$ cat src/rtl/cam_cfg_seq_if.sv
// cam_cfg_seq_if -- handshake bundle between the camera configuration
// sequencer (master) and the table RAM / I2C sender it drives (slave).
//   tbl_rd   : table read strobe (master -> table)
//   tbl_addr : table read address (master -> table)
//   tbl_data : table word, valid the cycle after tbl_rd (table -> master)
//   i2c_req  : one-cycle transfer request (master -> sender)
//   cfg_data : word to transfer, stable until the transfer resolves
//   i2c_ack  : one-cycle "transfer OK" pulse (sender -> master)
//   i2c_nack : one-cycle "transfer failed" pulse (sender -> master)
interface cam_cfg_seq_if #(
  parameter int DATA_W = 32,
  parameter int ADDR_W = 6
);
  logic              tbl_rd;
  logic [ADDR_W-1:0] tbl_addr;
  logic [DATA_W-1:0] tbl_data;
  logic              i2c_req;
  logic [DATA_W-1:0] cfg_data;
  logic              i2c_ack;
  logic              i2c_nack;

  modport master (
    output tbl_rd, tbl_addr, i2c_req, cfg_data,
    input  tbl_data, i2c_ack, i2c_nack
  );

  modport slave (
    input  tbl_rd, tbl_addr, i2c_req, cfg_data,
    output tbl_data, i2c_ack, i2c_nack
  );
endinterface

$ cat src/rtl/cam_cfg_seq.sv
// cam_cfg_seq -- walks a table of configuration words after power-up (or on
// a start pulse) and hands each one to an I2C sender, with a per-entry retry
// budget for nacks and ack timeouts.
//   clk_100   : sole clock, rising edge
//   rst_100   : synchronous active-low reset
//   start     : one-cycle pulse, honoured only in IDLE/DONE/ERROR
//   cfg_count : number of valid table entries, sampled when a run starts
//   bus       : table read + I2C request/response handshake (master side)
//   busy      : a run is in progress
//   done      : last run completed with every entry acked
//   err       : last run aborted after exhausting retries
//   err_idx   : entry index that caused the abort
//
// state    | meaning
// ---------+--------------------------------------------------------------
// IDLE     | out of reset, waiting for auto-start or a start pulse
// PWR_WAIT | power-up settle delay before the first transfer
// FETCH    | table read strobe for entry idx
// LATCH    | capture table word into cfg_data, clear retry count
// REQ      | one-cycle request to the I2C sender
// WAIT_ACK | waiting for ack / nack / timeout
// GAP      | idle spacing before the next fetch, re-send or completion
// DONE     | all entries acked
// ERROR    | entry err_idx failed more than MAX_RETRY re-sends
module cam_cfg_seq #(
  parameter int DATA_W     = 32,
  parameter int DEPTH      = 64,
  parameter int PWR_DLY    = 1000,
  parameter int GAP_CYC    = 16,
  parameter int ACK_TMO    = 65535,
  parameter int MAX_RETRY  = 3,
  parameter bit AUTO_START = 1'b1,
  localparam int ADDR_W    = $clog2(DEPTH)
) (
  input  logic              clk_100,
  input  logic              rst_100,
  input  logic              start,
  input  logic [ADDR_W:0]   cfg_count,
  cam_cfg_seq_if.master     bus,
  output logic              busy,
  output logic              done,
  output logic              err,
  output logic [ADDR_W-1:0] err_idx
);

  localparam int CNT_MAX = (PWR_DLY > GAP_CYC) ?
                           ((PWR_DLY > ACK_TMO) ? PWR_DLY : ACK_TMO) :
                           ((GAP_CYC > ACK_TMO) ? GAP_CYC : ACK_TMO);
  localparam int CNT_W   = $clog2(CNT_MAX + 2);
  localparam int RTY_W   = $clog2(MAX_RETRY + 2);

  localparam logic [CNT_W-1:0] PWR_LOAD = (PWR_DLY > 0) ? CNT_W'(PWR_DLY - 1) : '0;
  localparam logic [CNT_W-1:0] GAP_LOAD = (GAP_CYC > 0) ? CNT_W'(GAP_CYC - 1) : '0;
  localparam logic [CNT_W-1:0] TMO_LOAD = (ACK_TMO > 0) ? CNT_W'(ACK_TMO - 1) : '0;

  typedef enum logic [3:0] {
    IDLE, PWR_WAIT, FETCH, LATCH, REQ, WAIT_ACK, GAP, DONE, ERROR
  } state_t;

  state_t             state_q, state_d;
  logic [CNT_W-1:0]   cnt_q, cnt_d;
  logic [ADDR_W:0]    idx_q, idx_d, idx_n;
  logic [ADDR_W:0]    count_q, count_d;
  logic [RTY_W-1:0]   retry_q, retry_d, retry_n;
  logic [DATA_W-1:0]  data_q, data_d;
  logic [ADDR_W-1:0]  err_idx_q, err_idx_d;
  logic               armed_q, armed_d;
  logic               after_ack_q, after_ack_d;

  always_ff @(posedge clk_100) begin
    if (!rst_100) begin
      state_q     <= IDLE;
      cnt_q       <= '0;
      idx_q       <= '0;
      count_q     <= '0;
      retry_q     <= '0;
      data_q      <= '0;
      err_idx_q   <= '0;
      armed_q     <= AUTO_START;
      after_ack_q <= 1'b0;
    end else begin
      state_q     <= state_d;
      cnt_q       <= cnt_d;
      idx_q       <= idx_d;
      count_q     <= count_d;
      retry_q     <= retry_d;
      data_q      <= data_d;
      err_idx_q   <= err_idx_d;
      armed_q     <= armed_d;
      after_ack_q <= after_ack_d;
    end
  end

  always_comb begin
    state_d     = state_q;
    cnt_d       = cnt_q;
    idx_d       = idx_q;
    count_d     = count_q;
    retry_d     = retry_q;
    data_d      = data_q;
    err_idx_d   = err_idx_q;
    armed_d     = armed_q;
    after_ack_d = after_ack_q;
    idx_n       = idx_q + 1'b1;
    retry_n     = retry_q + 1'b1;

    unique case (state_q)
      IDLE, DONE, ERROR: begin
        // armed_q gives the single post-reset auto-start; it is only
        // consulted in IDLE so DONE/ERROR wait for an explicit start.
        if (start || (state_q == IDLE && armed_q)) begin
          armed_d   = 1'b0;
          count_d   = cfg_count;
          idx_d     = '0;
          err_idx_d = '0;
          if (PWR_DLY > 0) begin
            state_d = PWR_WAIT;
            cnt_d   = PWR_LOAD;
          end else begin
            state_d = (cfg_count == '0) ? DONE : FETCH;
          end
        end
      end
      PWR_WAIT: begin
        if (cnt_q == '0) state_d = (count_q == '0) ? DONE : FETCH;
        else             cnt_d   = cnt_q - 1'b1;
      end
      FETCH: state_d = LATCH;
      LATCH: begin
        data_d  = bus.tbl_data;
        retry_d = '0;
        state_d = REQ;
      end
      REQ: begin
        cnt_d   = TMO_LOAD;
        state_d = WAIT_ACK;
      end
      WAIT_ACK: begin
        // nack beats a simultaneous ack; an ack on the last timeout cycle
        // still counts as an ack.
        if (bus.i2c_nack || (!bus.i2c_ack && cnt_q == '0)) begin
          retry_d = retry_n;
          if (retry_n > RTY_W'(MAX_RETRY)) begin
            state_d   = ERROR;
            err_idx_d = idx_q[ADDR_W-1:0];
          end else begin
            after_ack_d = 1'b0;
            if (GAP_CYC > 0) begin
              state_d = GAP;
              cnt_d   = GAP_LOAD;
            end else begin
              state_d = REQ;
            end
          end
        end else if (bus.i2c_ack) begin
          idx_d       = idx_n;
          after_ack_d = 1'b1;
          if (GAP_CYC > 0) begin
            state_d = GAP;
            cnt_d   = GAP_LOAD;
          end else begin
            state_d = (idx_n == count_q) ? DONE : FETCH;
          end
        end else begin
          cnt_d = cnt_q - 1'b1;
        end
      end
      GAP: begin
        if (cnt_q == '0) begin
          if (!after_ack_q)          state_d = REQ;
          else if (idx_q == count_q) state_d = DONE;
          else                       state_d = FETCH;
        end else begin
          cnt_d = cnt_q - 1'b1;
        end
      end
      default: state_d = IDLE;
    endcase
  end

  assign bus.tbl_rd   = (state_q == FETCH);
  assign bus.tbl_addr = (state_q == FETCH) ? idx_q[ADDR_W-1:0] : '0;
  assign bus.i2c_req  = (state_q == REQ);
  assign bus.cfg_data = data_q;
  assign busy         = !(state_q == IDLE || state_q == DONE || state_q == ERROR);
  assign done         = (state_q == DONE);
  assign err          = (state_q == ERROR);
  assign err_idx      = err_idx_q;

endmodule

$ cat src/flat_wrapper.sv
// flat-port wrapper written by rule: the top's interface ports become plain ports
module cam_cfg_seq_flat 
#(
  parameter int DATA_W     = 32,
  parameter int DEPTH      = 64,
  parameter int PWR_DLY    = 1000,
  parameter int GAP_CYC    = 16,
  parameter int ACK_TMO    = 65535,
  parameter int MAX_RETRY  = 3,
  parameter bit AUTO_START = 1'b1,
  localparam int ADDR_W    = $clog2(DEPTH)
)
  (clk_100, rst_100, start, cfg_count, busy, done, err, err_idx, bus_tbl_rd, bus_tbl_addr, bus_i2c_req, bus_cfg_data, bus_tbl_data, bus_i2c_ack, bus_i2c_nack);
  cam_cfg_seq_if #(.DATA_W(DATA_W), .ADDR_W(($clog2(DEPTH)))) bus_i ();
  input  logic clk_100;
  input  logic rst_100;
  input  logic start;
  input  logic [ADDR_W:0] cfg_count;
  output logic busy;
  output logic done;
  output logic err;
  output logic [ADDR_W-1:0] err_idx;
  output wire logic [$bits(bus_i.tbl_rd)-1:0] bus_tbl_rd;
  output wire logic [$bits(bus_i.tbl_addr)-1:0] bus_tbl_addr;
  output wire logic [$bits(bus_i.i2c_req)-1:0] bus_i2c_req;
  output wire logic [$bits(bus_i.cfg_data)-1:0] bus_cfg_data;
  input wire logic [$bits(bus_i.tbl_data)-1:0] bus_tbl_data;
  input wire logic [$bits(bus_i.i2c_ack)-1:0] bus_i2c_ack;
  input wire logic [$bits(bus_i.i2c_nack)-1:0] bus_i2c_nack;
  assign bus_tbl_rd = bus_i.tbl_rd;
  assign bus_tbl_addr = bus_i.tbl_addr;
  assign bus_i2c_req = bus_i.i2c_req;
  assign bus_cfg_data = bus_i.cfg_data;
  assign bus_i.tbl_data = bus_tbl_data;
  assign bus_i.i2c_ack = bus_i2c_ack;
  assign bus_i.i2c_nack = bus_i2c_nack;
  cam_cfg_seq #(.DATA_W(DATA_W), .DEPTH(DEPTH), .PWR_DLY(PWR_DLY), .GAP_CYC(GAP_CYC), .ACK_TMO(ACK_TMO), .MAX_RETRY(MAX_RETRY), .AUTO_START(AUTO_START)) u_core (.clk_100(clk_100), .rst_100(rst_100), .start(start), .cfg_count(cfg_count), .bus(bus_i), .busy(busy), .done(done), .err(err), .err_idx(err_idx));
endmodule
$ cat config.mk
export PLATFORM = sky130hd
export DESIGN_NAME = cam_cfg_seq_flat
export DESIGN_NICKNAME = d
export VERILOG_FILES = /design/src/rtl/cam_cfg_seq_if.sv /design/src/rtl/cam_cfg_seq.sv /design/src/flat_wrapper.sv
export SDC_FILE = /design/constraint.sdc
export NUM_CORES = 1
export LEC_CHECK = 0
export ABC_CLOCK_PERIOD_IN_PS = 3400
export BUFFER_PORTS_ARGS = -buffer_cell sky130_fd_sc_hd__buf_2
export CORE_ASPECT_RATIO = 0.6
export CORE_MARGIN = 10
export CORE_UTILIZATION = 51
export CTS_CLUSTER_SIZE = 28
export DETAILED_ROUTE_END_ITERATION = 6
export HOLD_SLACK_MARGIN = 0.1
export PLACE_DENSITY = 0.8
export RECOVER_POWER = 100
export SLEW_MARGIN = 25
export SYNTH_ARGS = -nofsm -noshare
export SYNTH_HDL_FRONTEND = slang
export SYNTH_SLANG_ARGS = --single-unit
$ cat constraint.sdc
create_clock -name clk_100 -period 3.4 [get_ports clk_100]
set_input_delay 0.17 -clock clk_100 [delete_from_list [all_inputs] [get_ports clk_100]]
set_output_delay 0.17 -clock clk_100 [all_outputs]
set_load 0.05 [all_outputs]
==> results of run 1 <==
## power by group through the flow
stage | Sequential, uW | Combinational (uW) | Clock [uW]
after floorplan | 1330 | 1060 | 0
after global placement | 1260 | 1390 | 0
after detailed placement | 1270 | 1430 | 0
after CTS | 1260 | 1470 | 996
after global routing | 1290 | 1620 | 1030
final | 1270 | 1470 | 981
## final timing paths
path / cells past startpoint / end / slack [ps]
hold / removal: 3 / u_core.bus.cfg_data[1]$_SDFFE_PN0P_ / 100
setup / recovery: 6 / u_core.cnt_q[14]$_SDFFE_PN0P_ / 500
hold reg to reg: 2 / u_core.cnt_q[7]$_SDFFE_PN0P_ / 460
setup reg to reg: 6 / u_core.cnt_q[14]$_SDFFE_PN0P_ / 500
## cell type report
cell class | instances | area share (%)
tap | 104 | 2.616
inverter | 11 | 0.8302
multi-input combinational | 369 | 43.72
timing repair buffer | 129 | 15.22
sequential | 78 | 31.40
clock buffer | 11 | 5.082
clock inverter | 5 | 1.132
## layout by cell type, fill, tap and decap left out, types with 7 or more instances in the layout
| cell type | instances |
|---|---|
| a21oi_1 | 13 |
| nor3_1 | 10 |
| mux2i_1 | 8 |
| o21ai_0 | 26 |
| nor4_1 | 10 |
| clkbuf_16 | 9 |
| clkbuf_1 | 49 |
| nor2b_1 | 11 |
| dlygate4sd3_1 | 32 |
| xnor2_1 | 8 |
| dfxtp_1 | 78 |
| nand3_1 | 19 |
| a31oi_1 | 7 |
| buf_2 | 43 |
| nand2_1 | 94 |
| and2_1 | 9 |
| inv_1 | 11 |
| a21boi_0 | 35 |
| nor2_1 | 25 |
## cells by family (layout without fill, tap and decap cells)
logic type	after synthesis	count (layout)	synth area share, %
AND/OR/NAND/NOR	215	215	26.65
AO/OA/AOI/OAI	127	127	22.13
flip-flops	78	78	39.68
multiplexers	8	8	2.035
adder cells (fa/ha/maj)	5	5	1.590
buffers and inverters	44	156	4.801
XOR/XNOR	14	14	3.116
## critical path: stages, from the launching register on
cell and delay, ps:
dfxtp_1 380, or4_1 620, or4_1 630, or3_1 450, nand2_2 270, o21ai_0 160, a32o_1 280
## flip-flops by register name, summed over array words and instances, names as in the netlist
| name | count |
|---|---|
| u_core.armed_q | 1 |
| u_core.after_ack_q | 1 |
| u_core.count_q | 7 |
| u_core.bus.cfg_data | 32 |
| u_core.cnt_q | 17 |
| u_core.retry_q | 3 |
| u_core.idx_q | 7 |
| u_core.err_idx | 6 |
| u_core.state_q | 4 |
## metal layers
metal	share of wire (%)	wire length [um]	up-vias	GRT usage [%]
met4	1.9	220	0	5.998
met5	0	0	-	0
met3	7.8	907	21	6.857
met2	46	5405	156	32.62
li1	-	-	1928	-
met1	44	5099	1815	24.34
## through the flow
stage / instance area, um^2 / total power [uW]
final: 4974 / 3715
after floorplan: 3935 / 2387
after global placement: 4420 / 2656
after global routing: 4974 / 3942
after detailed placement: 4422 / 2702
after CTS: 5051 / 3726
## timing repair
action	in CTS	in global routing
hold buffers	32	0
hold endpoints to repair	32	0
setup buffers	0	0
==> flow_summary.html, run 1 <==
<table>
<tr><th>Metric</th><th>Value</th></tr>
<tr><th colspan="2">Die</th></tr>
<tr><td>Starting density of the core</td><td>a little over half</td></tr>
<tr><td>Area of the core</td><td>0.007387 mm^2</td></tr>
<tr><td>Die outline width</td><td>133.4 um</td></tr>
<tr><td>Boundary Pins</td><td>slightly above 90</td></tr>
<tr><td>Row Count</td><td>24</td></tr>
<tr><td>Chip height</td><td>88.04 um</td></tr>
<tr><td>Die outline area</td><td>0.01174 mm^2</td></tr>
<tr><th colspan="2">Pwr</th></tr>
<tr><td>PD cells</td><td>746.9 mW/mm^2</td></tr>
<tr><td>Total internal power</td><td>roughly 2200 uW</td></tr>
<tr><td>Share of total power in combinational logic</td><td>39.5%</td></tr>
<tr><td>Leakage Power</td><td>approximately 0.0019 uW</td></tr>
<tr><td>Share of total power consumed by net switching</td><td>41.22%</td></tr>
<tr><td>Sequential group share of total power</td><td>between 30 and 40%</td></tr>
<tr><td>Switching pwr</td><td>about 1500 uW</td></tr>
<tr><td>Fraction of power consumed by the clock network</td><td>26.4%</td></tr>
<tr><td>Worst-case vdd ir drop</td><td>~0.34 mV</td></tr>
<tr><th colspan="2">Logic synthesis</th></tr>
<tr><td>Sequential area share after synthesis</td><td>approximately 40%</td></tr>
<tr><td>Most numerous cell types in the synthesized netlist</td><td>nand2_1, dfxtp_1, a21boi_0</td></tr>
<tr><td>Mapped cell area</td><td>0.003935 mm^2</td></tr>
<tr><td>Most used flip-flop cell after synthesis</td><td>dfxtp_1</td></tr>
<tr><td>Post-synthesis register bit count</td><td>78</td></tr>
<tr><td>Most common cell in the netlist</td><td>nand2_1</td></tr>
<tr><td>Yosys top cell area share</td><td>approximately two fifths</td></tr>
<tr><td>Share of flip-flops with an asynchronous set or reset after synthesis</td><td>0%</td></tr>
<tr><td>Cells taking the most area after synthesis</td><td>dfxtp_1, nand2_1, a21boi_0</td></tr>
<tr><td>Warnings, synthesis</td><td>0</td></tr>
<tr><td>Post-synthesis net count</td><td>540</td></tr>
<tr><td>Number of unique standard cell types used by synthesis</td><td>58</td></tr>
<tr><td>Avg Inst Size Synth</td><td>8.014 um^2</td></tr>
<tr><td>Cell type with the largest total area after synthesis</td><td>dfxtp_1</td></tr>
<tr><td>Count of flip-flops with a built-in enable after synthesis</td><td>0</td></tr>
<tr><td>Cell count after synthesis</td><td>between 400 and 500</td></tr>
<tr><th colspan="2">Final layout</th></tr>
<tr><td>Sequential Area</td><td>0.001562 mm^2</td></tr>
<tr><td>Final non-filler cell total</td><td>just over 700</td></tr>
<tr><td>Number of nets in the final layout</td><td>approximately 650</td></tr>
<tr><td>Count of filler cells inserted in the layout</td><td>600</td></tr>
<tr><td>Utilization after layout</td><td>67.33%</td></tr>
<tr><td>Signed area change from the synthesized netlist to the final layout</td><td>26.39%</td></tr>
<tr><td>Antenna fix cells</td><td>0</td></tr>
<tr><td>Area taken by multi-input logic gates</td><td>around 0.0022 mm^2</td></tr>
<tr><td>Share of final-layout standard cells stronger than drive strength 1</td><td>12.27%</td></tr>
<tr><th colspan="2">Clocking</th></tr>
<tr><td>Root buf cell</td><td>clkbuf_16</td></tr>
<tr><td>Clock latency on the worst-skew pair</td><td>340 ps</td></tr>
<tr><td>Total of cells resized after clock tree synthesis</td><td>0</td></tr>
<tr><td>Reg clk slew, reported paths</td><td>60 ps</td></tr>
<tr><td>CTS buffer count</td><td>9</td></tr>
<tr><td>Number of buffers between clock root and the deepest sink</td><td>2</td></tr>
<tr><td>CTS tree</td><td>done</td></tr>
<tr><td>Clk sinks</td><td>78</td></tr>
<tr><td>H-tree levels</td><td>3</td></tr>
<tr><th colspan="2">STA</th></tr>
<tr><td>Final Max Slew Viols</td><td>0</td></tr>
<tr><td>Maximum frequency from static timing analysis</td><td>0.3444 GHz</td></tr>
<tr><td>Share of the cycle needed by the critical path after routing</td><td>a little under nine tenths</td></tr>
<tr><td>Unrepaired setup endpoints after global routing</td><td>no</td></tr>
<tr><td>Clock Skews</td><td>6.415 ps</td></tr>
<tr><td>Post-layout minimum cycle time</td><td>2903 ps</td></tr>
<tr><td>Hold violation total from the final report</td><td>0</td></tr>
<tr><td>Slew Limit Headroom</td><td>23.07%</td></tr>
<tr><td>Sum Neg Setup Slack</td><td>0 ps</td></tr>
<tr><td>Min setup slack post-route</td><td>496.6 ps</td></tr>
<tr><td>Worst slew pin tran</td><td>1154 ps</td></tr>
<tr><td>Hold slack</td><td>102.0 ps</td></tr>
<tr><td>Total of endpoints with negative setup slack in the final report</td><td>0</td></tr>
<tr><th colspan="2">Routing</th></tr>
<tr><td>First DRT Iteration DRCs</td><td>approximately 450</td></tr>
<tr><td>Final WL</td><td>11630 um</td></tr>
<tr><td>Post-DRT Antenna Nets</td><td>0</td></tr>
<tr><td>Per-cell via count in the routed design</td><td>approximately 5.5</td></tr>
<tr><td>First-pass iteration count of the detailed router</td><td>5</td></tr>
<tr><td>Count of vias placed by the detailed router</td><td>3920</td></tr>
<tr><td>Drc violations</td><td>0</td></tr>
<tr><td>Routed wire length per instance</td><td>roughly 16 um</td></tr>
<tr><th colspan="2">Setup path</th></tr>
<tr><td>CP Capture Type</td><td>flop</td></tr>
<tr><td>WS Path Type</td><td>flop to flop</td></tr>
<tr><td>Crit path from</td><td>u_core.cnt_q[4]$_SDFFE_PN0P_</td></tr>
<tr><td>Worst endpoint required time</td><td>3630 ps</td></tr>
<tr><td>R2r startpoint</td><td>u_core.cnt_q[4]$_SDFFE_PN0P_</td></tr>
<tr><td>Worst setup SP type</td><td>flop</td></tr>
<tr><td>CP max FO</td><td>16</td></tr>
<tr><td>Critical path data arrival time</td><td>3130 ps</td></tr>
<tr><th colspan="2">Global routing</th></tr>
<tr><td>Tot GR Track Use</td><td>19.88%</td></tr>
<tr><td>Vias in the first global route</td><td>approximately 3900</td></tr>
<tr><td>Global-route wire length before repair</td><td>19320 um</td></tr>
<tr><td>Largest net degree at the start of global routing</td><td>36</td></tr>
<tr><td>Gr ovfl total</td><td>0</td></tr>
<tr><td>Number of antenna violations at the first check in global routing</td><td>0</td></tr>
<tr><th colspan="2">Placed design</th></tr>
<tr><td>Dpl ws</td><td>770.6 ps</td></tr>
<tr><td>Number of input and output port buffers inserted</td><td>92</td></tr>
<tr><td>Placer Congestion</td><td>0.9430</td></tr>
<tr><td>Placed instance count</td><td>659</td></tr>
<tr><td>Post-DP HPWL</td><td>7847 um</td></tr>
<tr><th colspan="2">Hold path</th></tr>
<tr><td>Tightest Hold Check Type</td><td>input port to flop</td></tr>
<tr><td>Hold path start</td><td>bus_tbl_data[1]</td></tr>
<tr><th colspan="2">Run</th></tr>
<tr><td>Max Cap Viol</td><td>0</td></tr>
<tr><th colspan="2">Run status</th></tr>
<tr><td>Status</td><td>finished clean</td></tr>
</table>
Note: power is estimated with default switching activity, not from simulation.
==> run 2, diff against run 1 <==
Settings changed: ABC_AREA set to 1, PLACE_DENSITY 0.8 to 0.81.
==> run 2 against run 1 <==
Synthesized area shrank 1.6%. Wire length grew 4.7%. Maximum frequency grew 12%. Cell area shrank 0.96%. Sequential cell count is the same. Register-to-register slack gained 310 ps. Global-route usage grew 1.3 points. Non-clock buffer count shrank 2. Count of clock-buffer cells in the layout shrank 1. Sequential share of layout area grew 0.30 points. Hold slack lost 6.6 ps. Clock skew shrank 2.1 ps. Critical path type unchanged.
==> flow_summary.html, run 2 <==
<table>
<tr><th>Metric</th><th>Value</th></tr>
<tr><th colspan="2">Logic synthesis</th></tr>
<tr><td>Mapped cell area</td><td>0.003874 mm^2 (was 0.003935 mm^2)</td></tr>
<tr><td>Cell count after synthesis</td><td>592 (was 491)</td></tr>
<tr><td>Post-synthesis net count</td><td>641 (was 540)</td></tr>
<tr><td>Avg Inst Size Synth</td><td>6.543 um^2 (was 8.014 um^2)</td></tr>
<tr><td>Number of unique standard cell types used by synthesis</td><td>35 (was 58)</td></tr>
<tr><td>Most used flip-flop cell after synthesis</td><td>dfxtp_1 (unchanged)</td></tr>
<tr><td>Count of flip-flops with a built-in enable after synthesis</td><td>0 (unchanged)</td></tr>
<tr><td>Post-synthesis register bit count</td><td>78 (unchanged)</td></tr>
<tr><td>Sequential area share after synthesis</td><td>40.31% (was 39.68%)</td></tr>
<tr><td>Cell type with the largest total area after synthesis</td><td>dfxtp_1 (unchanged)</td></tr>
<tr><td>Cells taking the most area after synthesis</td><td>dfxtp_1, nand2_1, nor2_1 (was dfxtp_1, nand2_1, a21boi_0)</td></tr>
<tr><td>Most numerous cell types in the synthesized netlist</td><td>nand2_1, nor2_1, dfxtp_1 (was nand2_1, dfxtp_1, a21boi_0)</td></tr>
<tr><td>Warnings, synthesis</td><td>0 (unchanged)</td></tr>
<tr><td>Share of flip-flops with an asynchronous set or reset after synthesis</td><td>0% (unchanged)</td></tr>
<tr><td>Yosys top cell area share</td><td>40.31% (was 39.68%)</td></tr>
<tr><td>Most common cell in the netlist</td><td>nand2_1 (unchanged)</td></tr>
<tr><th colspan="2">Placed design</th></tr>
<tr><td>Number of input and output port buffers inserted</td><td>92 (unchanged)</td></tr>
<tr><td>Placer Congestion</td><td>0.9299 (was 0.9430)</td></tr>
<tr><td>Post-DP HPWL</td><td>8234 um (was 7847 um)</td></tr>
<tr><th colspan="2">Clocking</th></tr>
<tr><td>Reg clk slew, reported paths</td><td>60 ps (about the same)</td></tr>
<tr><td>Clock latency on the worst-skew pair</td><td>340 ps (about the same)</td></tr>
<tr><td>Root buf cell</td><td>clkbuf_16 (unchanged)</td></tr>
<tr><td>Clk sinks</td><td>78 (unchanged)</td></tr>
<tr><td>Post-CTS Setup Repair Bufs</td><td>0 (unchanged)</td></tr>
<tr><td>Total of cells resized after clock tree synthesis</td><td>0 (unchanged)</td></tr>
<tr><td>CTS buffer count</td><td>9 (unchanged)</td></tr>
<tr><td>H-tree levels</td><td>3 (unchanged)</td></tr>
<tr><td>Hold Buf Count CTS</td><td>31 (was 32)</td></tr>
<tr><td>Number of buffers between clock root and the deepest sink</td><td>2 (unchanged)</td></tr>
<tr><td>CTS tree</td><td>done (unchanged)</td></tr>
<tr><th colspan="2">Final layout</th></tr>
<tr><td>Count of filler cells inserted in the layout</td><td>630 (was 600)</td></tr>
<tr><td>Sequential Area</td><td>0.001562 mm^2 (unchanged)</td></tr>
<tr><td>Antenna fix cells</td><td>0 (unchanged)</td></tr>
<tr><td>Flip-flop count of the largest register after layout</td><td>32 (unchanged)</td></tr>
<tr><td>Commonest cells after routing, fill and taps aside</td><td>nand2_1, nor2_1, dfxtp_1 (was nand2_1, dfxtp_1, clkbuf_1)</td></tr>
<tr><td>Area taken by multi-input logic gates</td><td>0.001991 mm^2 (was 0.002175 mm^2)</td></tr>
<tr><td>Share of final-layout standard cells stronger than drive strength 1</td><td>10.22% (was 12.27%)</td></tr>
<tr><td>Leading cell type in the layout, fill and taps excluded</td><td>nand2_1 (unchanged)</td></tr>
<tr><td>Number of nets in the final layout</td><td>759 (was 647)</td></tr>
<tr><td>Utilization after layout</td><td>67.23% (was 67.33%)</td></tr>
<tr><td>Signed area change from the synthesized netlist to the final layout</td><td>27.16% (was 26.39%)</td></tr>
<tr><th colspan="2">Die</th></tr>
<tr><td>Boundary Pins</td><td>93 (unchanged)</td></tr>
<tr><td>Area of the core</td><td>0.007327 mm^2 (was 0.007387 mm^2)</td></tr>
<tr><td>Chip height</td><td>87.51 um (was 88.04 um)</td></tr>
<tr><td>Starting density of the core</td><td>52.87% (was 53.27%)</td></tr>
<tr><td>Die outline area</td><td>0.01160 mm^2 (was 0.01174 mm^2)</td></tr>
<tr><td>Row Count</td><td>24 (unchanged)</td></tr>
<tr><td>Die outline width</td><td>132.5 um (was 133.4 um)</td></tr>
<tr><th colspan="2">Run status</th></tr>
<tr><td>Status</td><td>finished clean (unchanged)</td></tr>
<tr><th colspan="2">Setup path</th></tr>
<tr><td>WS Path Type</td><td>flop to flop (unchanged)</td></tr>
<tr><td>R2r startpoint</td><td>u_core.retry_q[0]$_SDFFE_PN0P_ (was u_core.cnt_q[4]$_SDFFE_PN0P_)</td></tr>
<tr><td>Critical path data arrival time</td><td>2820 ps (was 3130 ps)</td></tr>
<tr><td>R2R cell count</td><td>9 (was 6)</td></tr>
<tr><td>Crit path from</td><td>u_core.retry_q[0]$_SDFFE_PN0P_ (was u_core.cnt_q[4]$_SDFFE_PN0P_)</td></tr>
<tr><td>CP max FO</td><td>19 (was 16)</td></tr>
<tr><td>Worst endpoint required time</td><td>3620 ps (was 3630 ps)</td></tr>
<tr><td>Worst setup SP type</td><td>flop (unchanged)</td></tr>
<tr><td>CP Capture Type</td><td>flop (unchanged)</td></tr>
<tr><th colspan="2">Routing</th></tr>
<tr><td>First-pass iteration count of the detailed router</td><td>6 (was 5)</td></tr>
<tr><td>Post-DRT Antenna Nets</td><td>0 (unchanged)</td></tr>
<tr><td>Routed wire length per instance</td><td>14.88 um (was 16.45 um)</td></tr>
<tr><td>Final WL</td><td>12170 um (was 11630 um)</td></tr>
<tr><td>First DRT Iteration DRCs</td><td>461 (was 452)</td></tr>
<tr><td>Drc violations</td><td>0 (unchanged)</td></tr>
<tr><td>Count of vias placed by the detailed router</td><td>4362 (was 3920)</td></tr>
<tr><td>Per-cell via count in the routed design</td><td>5.333 (was 5.545)</td></tr>
<tr><th colspan="2">Pwr</th></tr>
<tr><td>Share of total power in combinational logic</td><td>46.8% (was 39.5%)</td></tr>
<tr><td>Switching pwr</td><td>1971 uW (was 1531 uW)</td></tr>
<tr><td>Share of total power consumed by net switching</td><td>47.33% (was 41.22%)</td></tr>
<tr><td>Leakage Power</td><td>0.002266 uW (was 0.001880 uW)</td></tr>
<tr><td>Fraction of power consumed by the clock network</td><td>23.2% (was 26.4%)</td></tr>
<tr><td>PD cells</td><td>845.5 mW/mm^2 (was 746.9 mW/mm^2)</td></tr>
<tr><td>Total power</td><td>4165 uW (was 3715 uW)</td></tr>
<tr><td>Worst-case vdd ir drop</td><td>0.3531 mV (was 0.3381 mV)</td></tr>
<tr><td>Sequential group share of total power</td><td>30.0% (was 34.1%)</td></tr>
<tr><td>Total internal power</td><td>2193 uW (was 2183 uW)</td></tr>
<tr><th colspan="2">STA</th></tr>
<tr><td>Worst slew pin tran</td><td>672.2 ps (was 1154 ps)</td></tr>
<tr><td>Share of the cycle needed by the critical path after routing</td><td>76.38% (was 85.39%)</td></tr>
<tr><td>Sum Neg Setup Slack</td><td>0 ps (unchanged)</td></tr>
<tr><td>Post-layout minimum cycle time</td><td>2597 ps (was 2903 ps)</td></tr>
<tr><td>Slew Limit Headroom</td><td>55.08% (was 23.07%)</td></tr>
<tr><td>Hold violation total from the final report</td><td>0 (unchanged)</td></tr>
<tr><td>Unrepaired setup endpoints after global routing</td><td>no (unchanged)</td></tr>
<tr><td>Clock Skews</td><td>4.330 ps (was 6.415 ps)</td></tr>
<tr><td>Total of endpoints with negative setup slack in the final report</td><td>0 (unchanged)</td></tr>
<tr><td>Final Max Slew Viols</td><td>0 (unchanged)</td></tr>
<tr><td>Maximum frequency from static timing analysis</td><td>0.3851 GHz (was 0.3444 GHz)</td></tr>
<tr><th colspan="2">Global routing</th></tr>
<tr><td>Vias in the first global route</td><td>4248 (was 3851)</td></tr>
<tr><td>Largest net degree at the start of global routing</td><td>52 (was 36)</td></tr>
<tr><td>Tot GR Track Use</td><td>21.13% (was 19.88%)</td></tr>
<tr><td>Number of antenna violations at the first check in global routing</td><td>0 (unchanged)</td></tr>
<tr><td>Global-route wire length before repair</td><td>20380 um (was 19320 um)</td></tr>
<tr><td>Gr ovfl total</td><td>0 (unchanged)</td></tr>
<tr><th colspan="2">Hold path</th></tr>
<tr><td>Tightest Hold Check Type</td><td>input port to flop (unchanged)</td></tr>
<tr><td>Worst hold stages</td><td>3 (unchanged)</td></tr>
<tr><td>Hold path start</td><td>bus_tbl_data[28] (was bus_tbl_data[1])</td></tr>
<tr><th colspan="2">Run</th></tr>
<tr><td>Max Cap Viol</td><td>0 (unchanged)</td></tr>
</table>
-- run 2: cell types whose count changed in the layout (fill, tap and decap cells not counted), sizes merged, moves of 10 or more --
| cell | before | now |
|---|---|---|
| nor4 | 10 | 0 |
| a21boi | 36 | 0 |
| a21oi | 13 | 40 |
| o21ai | 30 | 50 |
| nor2b | 11 | 0 |
| nand2 | 95 | 154 |
| nor2 | 25 | 126 |
| and2 | 14 | 1 |
| inv | 12 | 54 |
-- run 2: critical path: stages (launching register included) --
cell	delay, ps
dfxtp_1	380
inv_1	90
ha_1	320
o31ai_1	340
and2_0	180
nand2_1	110
nand2_1	530
inv_2	250
o21ai_0	210
nor2_1	60
-- run 2: power by group through the flow --
stage	clock (uW)	combinational, uW	sequential (uW)
floorplan	0	1350	1410
global placement	0	1850	1250
detailed placement	0	1910	1260
CTS	974	1960	1240
global route	1010	2170	1270
finish	967	1950	1250
-- run 2: metrics by stage --
| step | setup WS [ps] | hold slack (ps) | cells | area, um^2 |
|---|---|---|---|---|
| 2_1_floorplan | 1585 | 304.9 | 592 | 3874 |
| 3_3_place_gp | 1405 | 391.4 | 772 | 4404 |
| 3_5_place_dp | 1349 | 398.5 | 772 | 4404 |
| 4_1_cts | 1332 | 106.7 | 818 | 5012 |
| 5_1_grt | 534.9 | 114.2 | 818 | 4926 |
| 6_report | 803.0 | 95.41 | 818 | 4926 |
-- run 2: cell families (layout without fill, tap and decap cells) --
family,Yosys count,after routing,synth area share [%]
adder cells (fa/ha/maj),5,5,1.615
buffers and inverters,75,197,7.655
XOR/XNOR,12,12,2.713
AND/OR/NAND/NOR,327,327,34.85
AO/OA/AOI/OAI,95,95,12.86
flip-flops,78,78,40.31
-- run 2: path summary, 6_finish.rpt --
| check | slack [ps] | end |
|---|---|---|
| max | 800 | u_core.cnt_q[2]$_SDFFE_PN0P_ |
| min | 100 | u_core.bus.cfg_data[28]$_SDFFE_PN0P_ |
| min reg2reg | 460 | u_core.err_idx[3]$_SDFFE_PN0P_ |
| max reg2reg | 800 | u_core.cnt_q[2]$_SDFFE_PN0P_ |
-- run 2: area by class of cell --
type	instances	area share (%)
Multi-Input combinational cell	439	40.41
Tap cell	104	2.642
Inverter	55	4.191
Sequential cell	78	31.70
Timing Repair Buffer	127	15.01
Clock buffer	10	4.851
Clock inverter	5	1.194
-- run 2: per-layer routing --
layer / vias to the layer above / track usage (%) / wire length, um
met5: - / 0 / 0
met4: 0 / 7.555 / 227
met3: 26 / 7.546 / 1289
met2: 232 / 34.21 / 5382
met1: 2003 / 25.74 / 5275
li1: 2101 / - / -
